<file path="src/rtl/imm_builder_pkg.sv">
// imm_builder_pkg
//   Shared definitions for the immediate builder slice: selector
//   encodings driven by the decoder and the prefix FSM state encoding.
//   No ports; imported with import imm_builder_pkg::*.
package imm_builder_pkg;

    // Immediate selector codes; any code not listed behaves as NONE.
    typedef enum logic [2:0] {
        IMMSEL_NONE   = 3'b000,
        IMMSEL_I_TYPE = 3'b001,
        IMMSEL_J_TYPE = 3'b010,
        IMMSEL_PREFIX = 3'b100
    } imm_sel_e;

    // IDLE: no prefix held; PFX: at least one prefix payload accumulated.
    typedef enum logic {
        ST_IDLE = 1'b0,
        ST_PFX  = 1'b1
    } pfx_state_e;

endpackage

</file>
<file path="src/rtl/imm_builder_if.sv">
// imm_builder_if
//   Decoder-side request and consumer-side result handshake of the
//   immediate builder.
//   Signals:
//     i_valid / o_ready          instruction handshake (decoder -> block)
//     i_immRaw, i_immSel, i_zext raw field, selector, zero-extend flag
//     i_flush                    pipeline flush
//     o_valid / i_ready          result handshake (block -> consumer)
//     o_imm_ext                  extended immediate
//     o_pfx_err                  one-cycle prefix overflow pulse
//   Modports: slave (the builder), master (the decoder/consumer side).
interface imm_builder_if #(
    parameter int unsigned DATA_WIDTH    = 36,
    parameter int unsigned IMM_MAX_WIDTH = 14,
    parameter int unsigned SELECT_WIDTH  = 3
);
    logic                     i_valid;
    logic                     o_ready;
    logic [IMM_MAX_WIDTH-1:0] i_immRaw;
    logic [SELECT_WIDTH-1:0]  i_immSel;
    logic                     i_zext;
    logic                     i_flush;
    logic                     o_valid;
    logic                     i_ready;
    logic [DATA_WIDTH-1:0]    o_imm_ext;
    logic                     o_pfx_err;

    modport slave (
        input  i_valid, i_immRaw, i_immSel, i_zext, i_flush, i_ready,
        output o_ready, o_valid, o_imm_ext, o_pfx_err
    );

    modport master (
        output i_valid, i_immRaw, i_immSel, i_zext, i_flush, i_ready,
        input  o_ready, o_valid, o_imm_ext, o_pfx_err
    );
endinterface

</file>
<file path="src/rtl/imm_field_ext.sv">
// imm_field_ext
//   Combinational extension of a right-aligned value of run-time width
//   to DATA_WIDTH bits. Values at least DATA_WIDTH wide are truncated.
//   Ports:
//     value_i  right-aligned value (bits at and above width_i must be 0)
//     width_i  number of meaningful bits in value_i (>= 1)
//     zext_i   1 = zero-extend, 0 = sign-extend from bit width_i-1
//     ext_o    extended result
module imm_field_ext #(
    parameter int unsigned VAL_W      = 42,
    parameter int unsigned WID_W      = 6,
    parameter int unsigned DATA_WIDTH = 36
) (
    input  logic [VAL_W-1:0]      value_i,
    input  logic [WID_W-1:0]      width_i,
    input  logic                  zext_i,
    output logic [DATA_WIDTH-1:0] ext_o
);
    logic                  fill;
    logic [DATA_WIDTH-1:0] keep;

    always_comb begin
        // MSB of the value picked out with a one-hot mask.
        fill = ~zext_i & (|(value_i & (VAL_W'(1) << (width_i - WID_W'(1)))));
        // Shifting by >= DATA_WIDTH yields all-ones keep, i.e. truncation.
        keep = ~({DATA_WIDTH{1'b1}} << width_i);
        ext_o = (DATA_WIDTH'(value_i) & keep) | ({DATA_WIDTH{fill}} & ~keep);
    end
endmodule

</file>
<file path="src/rtl/imm_builder.sv">
// imm_builder
//   Pipelined immediate extender with prefix accumulation and a
//   registered valid/ready output stage.
//   Ports:
//     i_clk  clock, all state on rising edge
//     i_rst  synchronous active-high reset
//     bus    imm_builder_if.slave (instruction in, result out)
//   Configuration: define IMM_PREFIX_EN to build the prefix accumulator,
//   PFX state and o_pfx_err; otherwise PREFIX acts as NONE and
//   o_pfx_err is tied low.
module imm_builder
    import imm_builder_pkg::*;
#(
    parameter int unsigned DATA_WIDTH    = 36,
    parameter int unsigned IMM_MAX_WIDTH = 14,
    parameter int unsigned I_IMM_WIDTH   = 8,
    parameter int unsigned J_IMM_WIDTH   = 14,
    parameter int unsigned MAX_PREFIX    = 2,
    parameter int unsigned SELECT_WIDTH  = 3
) (
    input  logic         i_clk,
    input  logic         i_rst,
    imm_builder_if.slave bus
);
    localparam int unsigned ACC_W = MAX_PREFIX * IMM_MAX_WIDTH;
    localparam int unsigned VAL_W = ACC_W + IMM_MAX_WIDTH;
    localparam int unsigned WID_W = $clog2(VAL_W + 1);
    localparam int unsigned CNT_W = $clog2(MAX_PREFIX + 1);

    logic                  valid_q, valid_d;
    logic [DATA_WIDTH-1:0] imm_q, imm_d;
    logic                  accept, is_i, is_j, take_data;
    logic [VAL_W-1:0]      field, comb_val;
    logic [WID_W-1:0]      fwidth, comb_wid;
    logic [DATA_WIDTH-1:0] ext_val;

    assign bus.o_ready   = !valid_q || bus.i_ready;
    assign bus.o_valid   = valid_q;
    assign bus.o_imm_ext = imm_q;

    assign accept = bus.i_valid && bus.o_ready;
    assign is_i   = (bus.i_immSel == SELECT_WIDTH'(IMMSEL_I_TYPE));
    assign is_j   = (bus.i_immSel == SELECT_WIDTH'(IMMSEL_J_TYPE));

    always_comb begin
        if (is_j) begin
            field  = VAL_W'(bus.i_immRaw[J_IMM_WIDTH-1:0]);
            fwidth = WID_W'(J_IMM_WIDTH);
        end else begin
            field  = VAL_W'(bus.i_immRaw[I_IMM_WIDTH-1:0]);
            fwidth = WID_W'(I_IMM_WIDTH);
        end
    end

`ifdef IMM_PREFIX_EN
    pfx_state_e       state_q, state_d;
    logic [ACC_W-1:0] pfx_acc_q, pfx_acc_d;
    logic [CNT_W-1:0] pfx_cnt_q, pfx_cnt_d;
    logic             pfx_err_q, pfx_err_d;
    logic [ACC_W-1:0] held;
    logic             is_pfx;

    assign is_pfx        = (bus.i_immSel == SELECT_WIDTH'(IMMSEL_PREFIX));
    assign take_data     = accept && !is_pfx;
    assign bus.o_pfx_err = pfx_err_q;

    always_comb begin
        held = '0;
        if (state_q == ST_PFX) begin
            held = pfx_acc_q & ~({ACC_W{1'b1}} << (32'(pfx_cnt_q) * IMM_MAX_WIDTH));
        end
        // Held prefixes sit directly above the instruction's own field.
        comb_val = (VAL_W'(held) << fwidth) | field;
        comb_wid = fwidth + WID_W'(32'(pfx_cnt_q) * IMM_MAX_WIDTH);
    end

    always_comb begin
        pfx_acc_d = pfx_acc_q;
        pfx_cnt_d = pfx_cnt_q;
        pfx_err_d = 1'b0;
        if (bus.i_flush) begin
            pfx_acc_d = '0;
            pfx_cnt_d = '0;
        end else if (accept) begin
            if (is_pfx) begin
                if (32'(pfx_cnt_q) < MAX_PREFIX) begin
                    pfx_acc_d = (pfx_acc_q << IMM_MAX_WIDTH) | ACC_W'(bus.i_immRaw);
                    pfx_cnt_d = pfx_cnt_q + CNT_W'(1);
                end else begin
                    pfx_err_d = 1'b1;
                end
            end else begin
                pfx_acc_d = '0;
                pfx_cnt_d = '0;
            end
        end
        state_d = (pfx_cnt_d != '0) ? ST_PFX : ST_IDLE;
    end

    always_ff @(posedge i_clk) begin
        if (i_rst) begin
            state_q   <= ST_IDLE;
            pfx_acc_q <= '0;
            pfx_cnt_q <= '0;
            pfx_err_q <= 1'b0;
        end else begin
            state_q   <= state_d;
            pfx_acc_q <= pfx_acc_d;
            pfx_cnt_q <= pfx_cnt_d;
            pfx_err_q <= pfx_err_d;
        end
    end
`else
    assign take_data     = accept;
    assign comb_val      = field;
    assign comb_wid      = fwidth;
    assign bus.o_pfx_err = 1'b0;
`endif

    imm_field_ext #(
        .VAL_W      (VAL_W),
        .WID_W      (WID_W),
        .DATA_WIDTH (DATA_WIDTH)
    ) u_ext (
        .value_i (comb_val),
        .width_i (comb_wid),
        .zext_i  (bus.i_zext),
        .ext_o   (ext_val)
    );

    always_comb begin
        valid_d = valid_q;
        imm_d   = imm_q;
        if (valid_q && bus.i_ready) begin
            valid_d = 1'b0;
        end
        if (bus.i_flush) begin
            valid_d = 1'b0;
        end else if (take_data) begin
            valid_d = 1'b1;
            imm_d   = (is_i || is_j) ? ext_val : '0;
        end
    end

    always_ff @(posedge i_clk) begin
        if (i_rst) begin
            valid_q <= 1'b0;
            imm_q   <= '0;
        end else begin
            valid_q <= valid_d;
            imm_q   <= imm_d;
        end
    end
endmodule

</file>
<file path="src/flat_wrapper.sv">
// flat-port wrapper written by rule: the top's interface ports become plain ports
module imm_builder_flat import imm_builder_pkg::*;
#(
    parameter int unsigned DATA_WIDTH    = 36,
    parameter int unsigned IMM_MAX_WIDTH = 14,
    parameter int unsigned I_IMM_WIDTH   = 8,
    parameter int unsigned J_IMM_WIDTH   = 14,
    parameter int unsigned MAX_PREFIX    = 2,
    parameter int unsigned SELECT_WIDTH  = 3
)
  (i_clk, i_rst, bus_i_valid, bus_i_immRaw, bus_i_immSel, bus_i_zext, bus_i_flush, bus_i_ready, bus_o_ready, bus_o_valid, bus_o_imm_ext, bus_o_pfx_err);
  imm_builder_if #(.DATA_WIDTH(DATA_WIDTH), .IMM_MAX_WIDTH(IMM_MAX_WIDTH), .SELECT_WIDTH(SELECT_WIDTH)) bus_i ();
  input  logic i_clk;
  input  logic i_rst;
  input wire logic [$bits(bus_i.i_valid)-1:0] bus_i_valid;
  input wire logic [$bits(bus_i.i_immRaw)-1:0] bus_i_immRaw;
  input wire logic [$bits(bus_i.i_immSel)-1:0] bus_i_immSel;
  input wire logic [$bits(bus_i.i_zext)-1:0] bus_i_zext;
  input wire logic [$bits(bus_i.i_flush)-1:0] bus_i_flush;
  input wire logic [$bits(bus_i.i_ready)-1:0] bus_i_ready;
  output wire logic [$bits(bus_i.o_ready)-1:0] bus_o_ready;
  output wire logic [$bits(bus_i.o_valid)-1:0] bus_o_valid;
  output wire logic [$bits(bus_i.o_imm_ext)-1:0] bus_o_imm_ext;
  output wire logic [$bits(bus_i.o_pfx_err)-1:0] bus_o_pfx_err;
  assign bus_i.i_valid = bus_i_valid;
  assign bus_i.i_immRaw = bus_i_immRaw;
  assign bus_i.i_immSel = bus_i_immSel;
  assign bus_i.i_zext = bus_i_zext;
  assign bus_i.i_flush = bus_i_flush;
  assign bus_i.i_ready = bus_i_ready;
  assign bus_o_ready = bus_i.o_ready;
  assign bus_o_valid = bus_i.o_valid;
  assign bus_o_imm_ext = bus_i.o_imm_ext;
  assign bus_o_pfx_err = bus_i.o_pfx_err;
  imm_builder #(.DATA_WIDTH(DATA_WIDTH), .IMM_MAX_WIDTH(IMM_MAX_WIDTH), .I_IMM_WIDTH(I_IMM_WIDTH), .J_IMM_WIDTH(J_IMM_WIDTH), .MAX_PREFIX(MAX_PREFIX), .SELECT_WIDTH(SELECT_WIDTH)) u_core (.i_clk(i_clk), .i_rst(i_rst), .bus(bus_i));
endmodule
</file>
<file path="config.mk">
export PLATFORM = sky130hd
export DESIGN_NAME = imm_builder_flat
export DESIGN_NICKNAME = d
export VERILOG_FILES = /design/src/rtl/imm_builder_pkg.sv /design/src/rtl/imm_builder_if.sv /design/src/rtl/imm_field_ext.sv /design/src/rtl/imm_builder.sv /design/src/flat_wrapper.sv
export SDC_FILE = /design/constraint.sdc
export NUM_CORES = 1
export LEC_CHECK = 0
export CORE_MARGIN = 2
export CORE_UTILIZATION = 34
export CTS_BUF_LIST = sky130_fd_sc_hd__clkbuf_4
export DETAILED_ROUTE_END_ITERATION = 8
export PLACE_DENSITY = 0.91
export SETUP_SLACK_MARGIN = 0.5
export SYNTH_ARGS = -nofsm -noshare
export SYNTH_HDL_FRONTEND = slang
export SYNTH_SLANG_ARGS = --single-unit
</file>
<file path="constraint.sdc">
create_clock -name i_clk -period 1.34 [get_ports i_clk]
set_input_delay 0.268 -clock i_clk [delete_from_list [all_inputs] [get_ports i_clk]]
set_output_delay 0.268 -clock i_clk [all_outputs]
set_load 0.03 [all_outputs]
</file>
# --- Word-level counts from Yosys, hierarchy flattened ---
# Cells that the tools add are included.
word_totals:
  out_inout_bits: 39
  elab_cells: 30
  ff_bits: 37
op_classes:
  n_reduce_logical: 9
  n_eq_ne: 2
  mux: 5
  shifts: 2
  bitwise_logic: 9
  n_addsub: 1
op_table:
  columns: ["op", "n"]
  rows:
  - ["36-bit AND", 2]
  - ["36-bit inverter", 2]
  - ["42-bit AND", 1]
  - ["42-bit OR reduction", 1]
  - ["1-bit by 6-bit << shifter with 42-bit output, first input constant", 1]
  - ["36-bit two-way mux", 1]
  - ["36-bit OR", 1]
  - ["36-bit by 6-bit << shifter with 36-bit output, first input constant", 1]
  - ["14-bit two-way mux", 1]
  - ["6-bit by 1-bit subtractor with 6-bit output, second input constant", 1]
  - ["3-bit by 1-bit equality test with 1-bit output, second input constant", 1]
  - ["3-bit by 2-bit equality test with 1-bit output, second input constant", 1]
  - ["3-bit two-way mux", 1]
  - ["1-bit logical AND", 2]
  - ["1-bit logical OR", 2]
  - ["1-bit two-way mux", 2]
  - ["1-bit inverter", 2]
  - ["2-bit AND reduction", 1]
  - ["2-bit nonzero test", 1]
  - ["2-bit OR reduction", 1]
  - ["1-bit AND", 1]
  - ["1-bit logical NOT", 1]

# --- Logic depth before layout (Yosys ltp) ---
logic_depth:
  word_depth: 10
  mapped_depth: 4

# --- Hierarchy ---
# Synthesis repeated with hierarchy kept, for this count alone.
unflattened:
  cells_unflattened: 281
  hier_area_um2: 2651.3
modules_own_cells:
  columns: ["mod", "area_per_inst_um2", "instances", "cells_per_inst", "seq_area_each_um2"]
  rows:
  - ["imm_field_ext", 1365.1, 1, 182, 0.0]
  - ["imm_builder", 1286.2, 1, 99, 740.7]

# --- Least setup slack after synthesis ---
# OpenSTA, ideal clock, no wires.
synth_timing:
  kind: "reg-to-output"
  start: "reg u_core.bus.o_imm_ext[34] (netlist name)"
  end: "out bus_o_imm_ext[15]"
  path_stages_with_launch: 2
  path_slack_ns: -0.030
  arrival_time_ns: 1.102
  t_required_ns: 1.072
  cell_sequence: "dfxtp_1 -> buf_4"
synth_rtl:
  columns: ["element", "line_no", "source"]
  rows:
  - ["to (decl)", "flat_wrapper.sv:23", "output wire logic [$bits(bus_i.o_imm_ext)-1:0] bus_o_imm_ext;"]

# --- Worst setup path after layout ---
layout_timing:
  start: "reg u_core.valid_q (netlist: u_core.bus.o_valid)"
  end: "out bus_o_ready"
layout_via:
  elab_chain_len: 2
layout_rtl:
  columns: ["element", "line_no", "source"]
  rows:
  - ["from (decl)", "imm_builder.sv:30", "logic valid_q, valid_d;"]
  - ["from (signal assigned)", "imm_builder.sv:150", "valid_q <= valid_d;"]
  - ["1-bit logical NOT", "imm_builder.sv:37", "assign bus.o_ready = !valid_q || bus.i_ready;"]
  - ["1-bit logical OR", "imm_builder.sv:37", null]
  - ["to (decl)", "flat_wrapper.sv:21", "output wire logic [$bits(bus_i.o_ready)-1:0] bus_o_ready;"]
# Every way passes these cells.

==> metrics.cfg <==
[status]
status=finished, final reports clean

[clock_tree]
cts_buffers=3
cts_max_level=1
clk_latency_ns=0.28
cts.sinks=16
cts_buffer_depth=2
clk_pin_slew_ns=0.09
cts_tree=yes
cts_root_buf=clkbuf_4

[synth]
ys_warn_count=0
synth_common_cells=buf_4 (22), dfxtp_1 (16), a22o_1 (8)
ys_ff_latch=16
ys_seq_area_share_pct=40.6
synth_edf_count=0
syn_inst=76
avgSynthCellArea_sq_um=10.4
synthDistinctLibCells=19
synth_ff_type=dfxtp_1
ys_async_sr_fraction_pct=0
synth.net_count=99
yosysMostFrequentCell=buf_4
synth_top_cell_by_area=dfxtp_1
yosys-top-cells-area=dfxtp_1 (41%), buf_4 (21%), a22o_1 (8.9%)
synth_top_area_share_pct=40.6
synth_area_sq_um=788

[die]
start_util_pct=35.6
die_h_um=52.2
die_area_sq_um=2720
die_width_um=52.2
io_pins=62
rows=17
core_sq_um=2210

[timing]
drv_slew=0
hold_ws_ns=0.321
timing.fmax_ghz=0.824
setup_viol=0
rsz0062_at_grt=yes
finalCritPeriodShare_pct=90.5
setup_ws_ns=0.127
finalClockSkew_ns=0.00613
finalCriticalPeriod_ns=1.21
hold_viol=0

[layout]
regArea_sq_um=345
drive_above_1_share_pct=65.2
finalNetCount=159
multi_input_area_sq_um=309
final_area_sq_um=1560
utilization_pct=70.5
n_antenna_cell=0
syn_to_final_growth_pct=97.8
fill_cells=147

[drt]
vias=766
finalWirelength_um=2140
vias_per_cell=4.70
drt_first_pass_iters=2
drc=0
wl_per_cell_um=13.1
final_antenna_net_count=0
first_iter_violations=7

[power_and_ir_drop]
power_mw=0.974
p_leak_nw=0.702
power_density_nw_per_um2=625
ir_drop_uv=524

[placement]
portBuffers=60
place_ws_ns=-0.226
dp_hpwl_um=1480
place.gp.congestion=0.667
place_area_sq_um=1250

[worst_hold_path]
min_path_type=in -> reg

[global_routing]
track_usage_pct=15.7
grt-ovfl-total=0
grt_pass1_wl_um=3170
grt_antenna_before_repair=0
grt_pass1_vias=696
grt_start_max_net_pins=13

[setup_path]
crit_fanout=2
timing_worst_setup_path_type=reg -> out
required_ns=1.07
start_kind=flop
cp-end-kind=output pin
crit_arrival_ns=0.95

[flow_run]
drv_cap=0

## cells in the final DEF, fill, tap and decap left out, types with 2 or more instances in the layout
cell type and instances:
a21oi_1 6, a22o_1 8, buf_12 3, buf_4 15, buf_6 38, clkbuf_4 4
clkdlybuf4s50_1 13, dfxtp_2 14, dfxtp_4 2, dlygate4sd2_1 9, inv_1 3, o2bb2ai_2 6
## stage by stage
stage / setup TNS, ns / instances
floorplan: 0 / 76
finish: 0 / 163
detailed placement: -2.87 / 146
global route: 0 / 163
global placement: -2.31 / 146
CTS: 0 / 158
## area by class of cell
class                      count  share of cell area, %
sequential                    16                   22.2
multi-input combinational     32                   19.8
timing repair buffer          80                   53.4
inverter                       3                  0.722
tap                           28                   2.25
clock inverter                 1                  0.241
clock buffer                   3                   1.44
## sequential cells by signal, indices dropped and copies added (netlist names)
name and flops:
u_core.bus.o_valid 1, u_core.bus.o_imm_ext 15
## kinds of logic (layout without fill, tap and decap cells)
kind of cell / Yosys count / after routing / share of synthesized area (%)
buffers and inverters: 28 / 87 / 25.9
AND/OR/NAND/NOR: 6 / 6 / 6.98
flip-flops: 16 / 16 / 40.6
XOR/XNOR: 1 / 1 / 1.11
AO/OA/AOI/OAI: 24 / 24 / 24.9
other: 1 / 1 / 0.476
## path summary, 6_finish.rpt
kind                                               from                       to  slack (ns)  cells past startpoint
worst max-delay path                 u_core.bus.o_valid              bus_o_ready        0.13                      3
worst min register to register  u_core.bus.o_imm_ext[8]  u_core.bus.o_imm_ext[8]        0.48                      1
worst max register to register       u_core.bus.o_valid  u_core.bus.o_imm_ext[0]        0.19                      5
worst min-delay path                        bus_i_flush       u_core.bus.o_valid        0.32                      2
## metal layers
metal  global-route usage (%)  part of all wire (%)
met1                     15.5                    35
met2                     30.6                    54
met3                     5.46                    11
met4                     3.85                  0.47
met5                        0                     0
## power breakdown
group,internal (mW),total (mW),switching [mW]
registers,0.483,0.491,0.00786
logic,0.127,0.233,0.106
clock network,0.108,0.251,0.143
total,0.718,0.974,0.257
## repair_timing
action / CTS / global route
gates resized for setup: 161 / 9
hold buffers: 0 / 0
pin swaps: 5 / 0
setup endpoints to repair: 54 / 54
buffers inserted: 8 / 5
## critical path: stages, from the launching register on
cell	delay [ns]
dfxtp_4	0.37
nand2b_4	0.06
buf_6	0.11
buf_6	0.13
(Power assumes the default switching activity.)
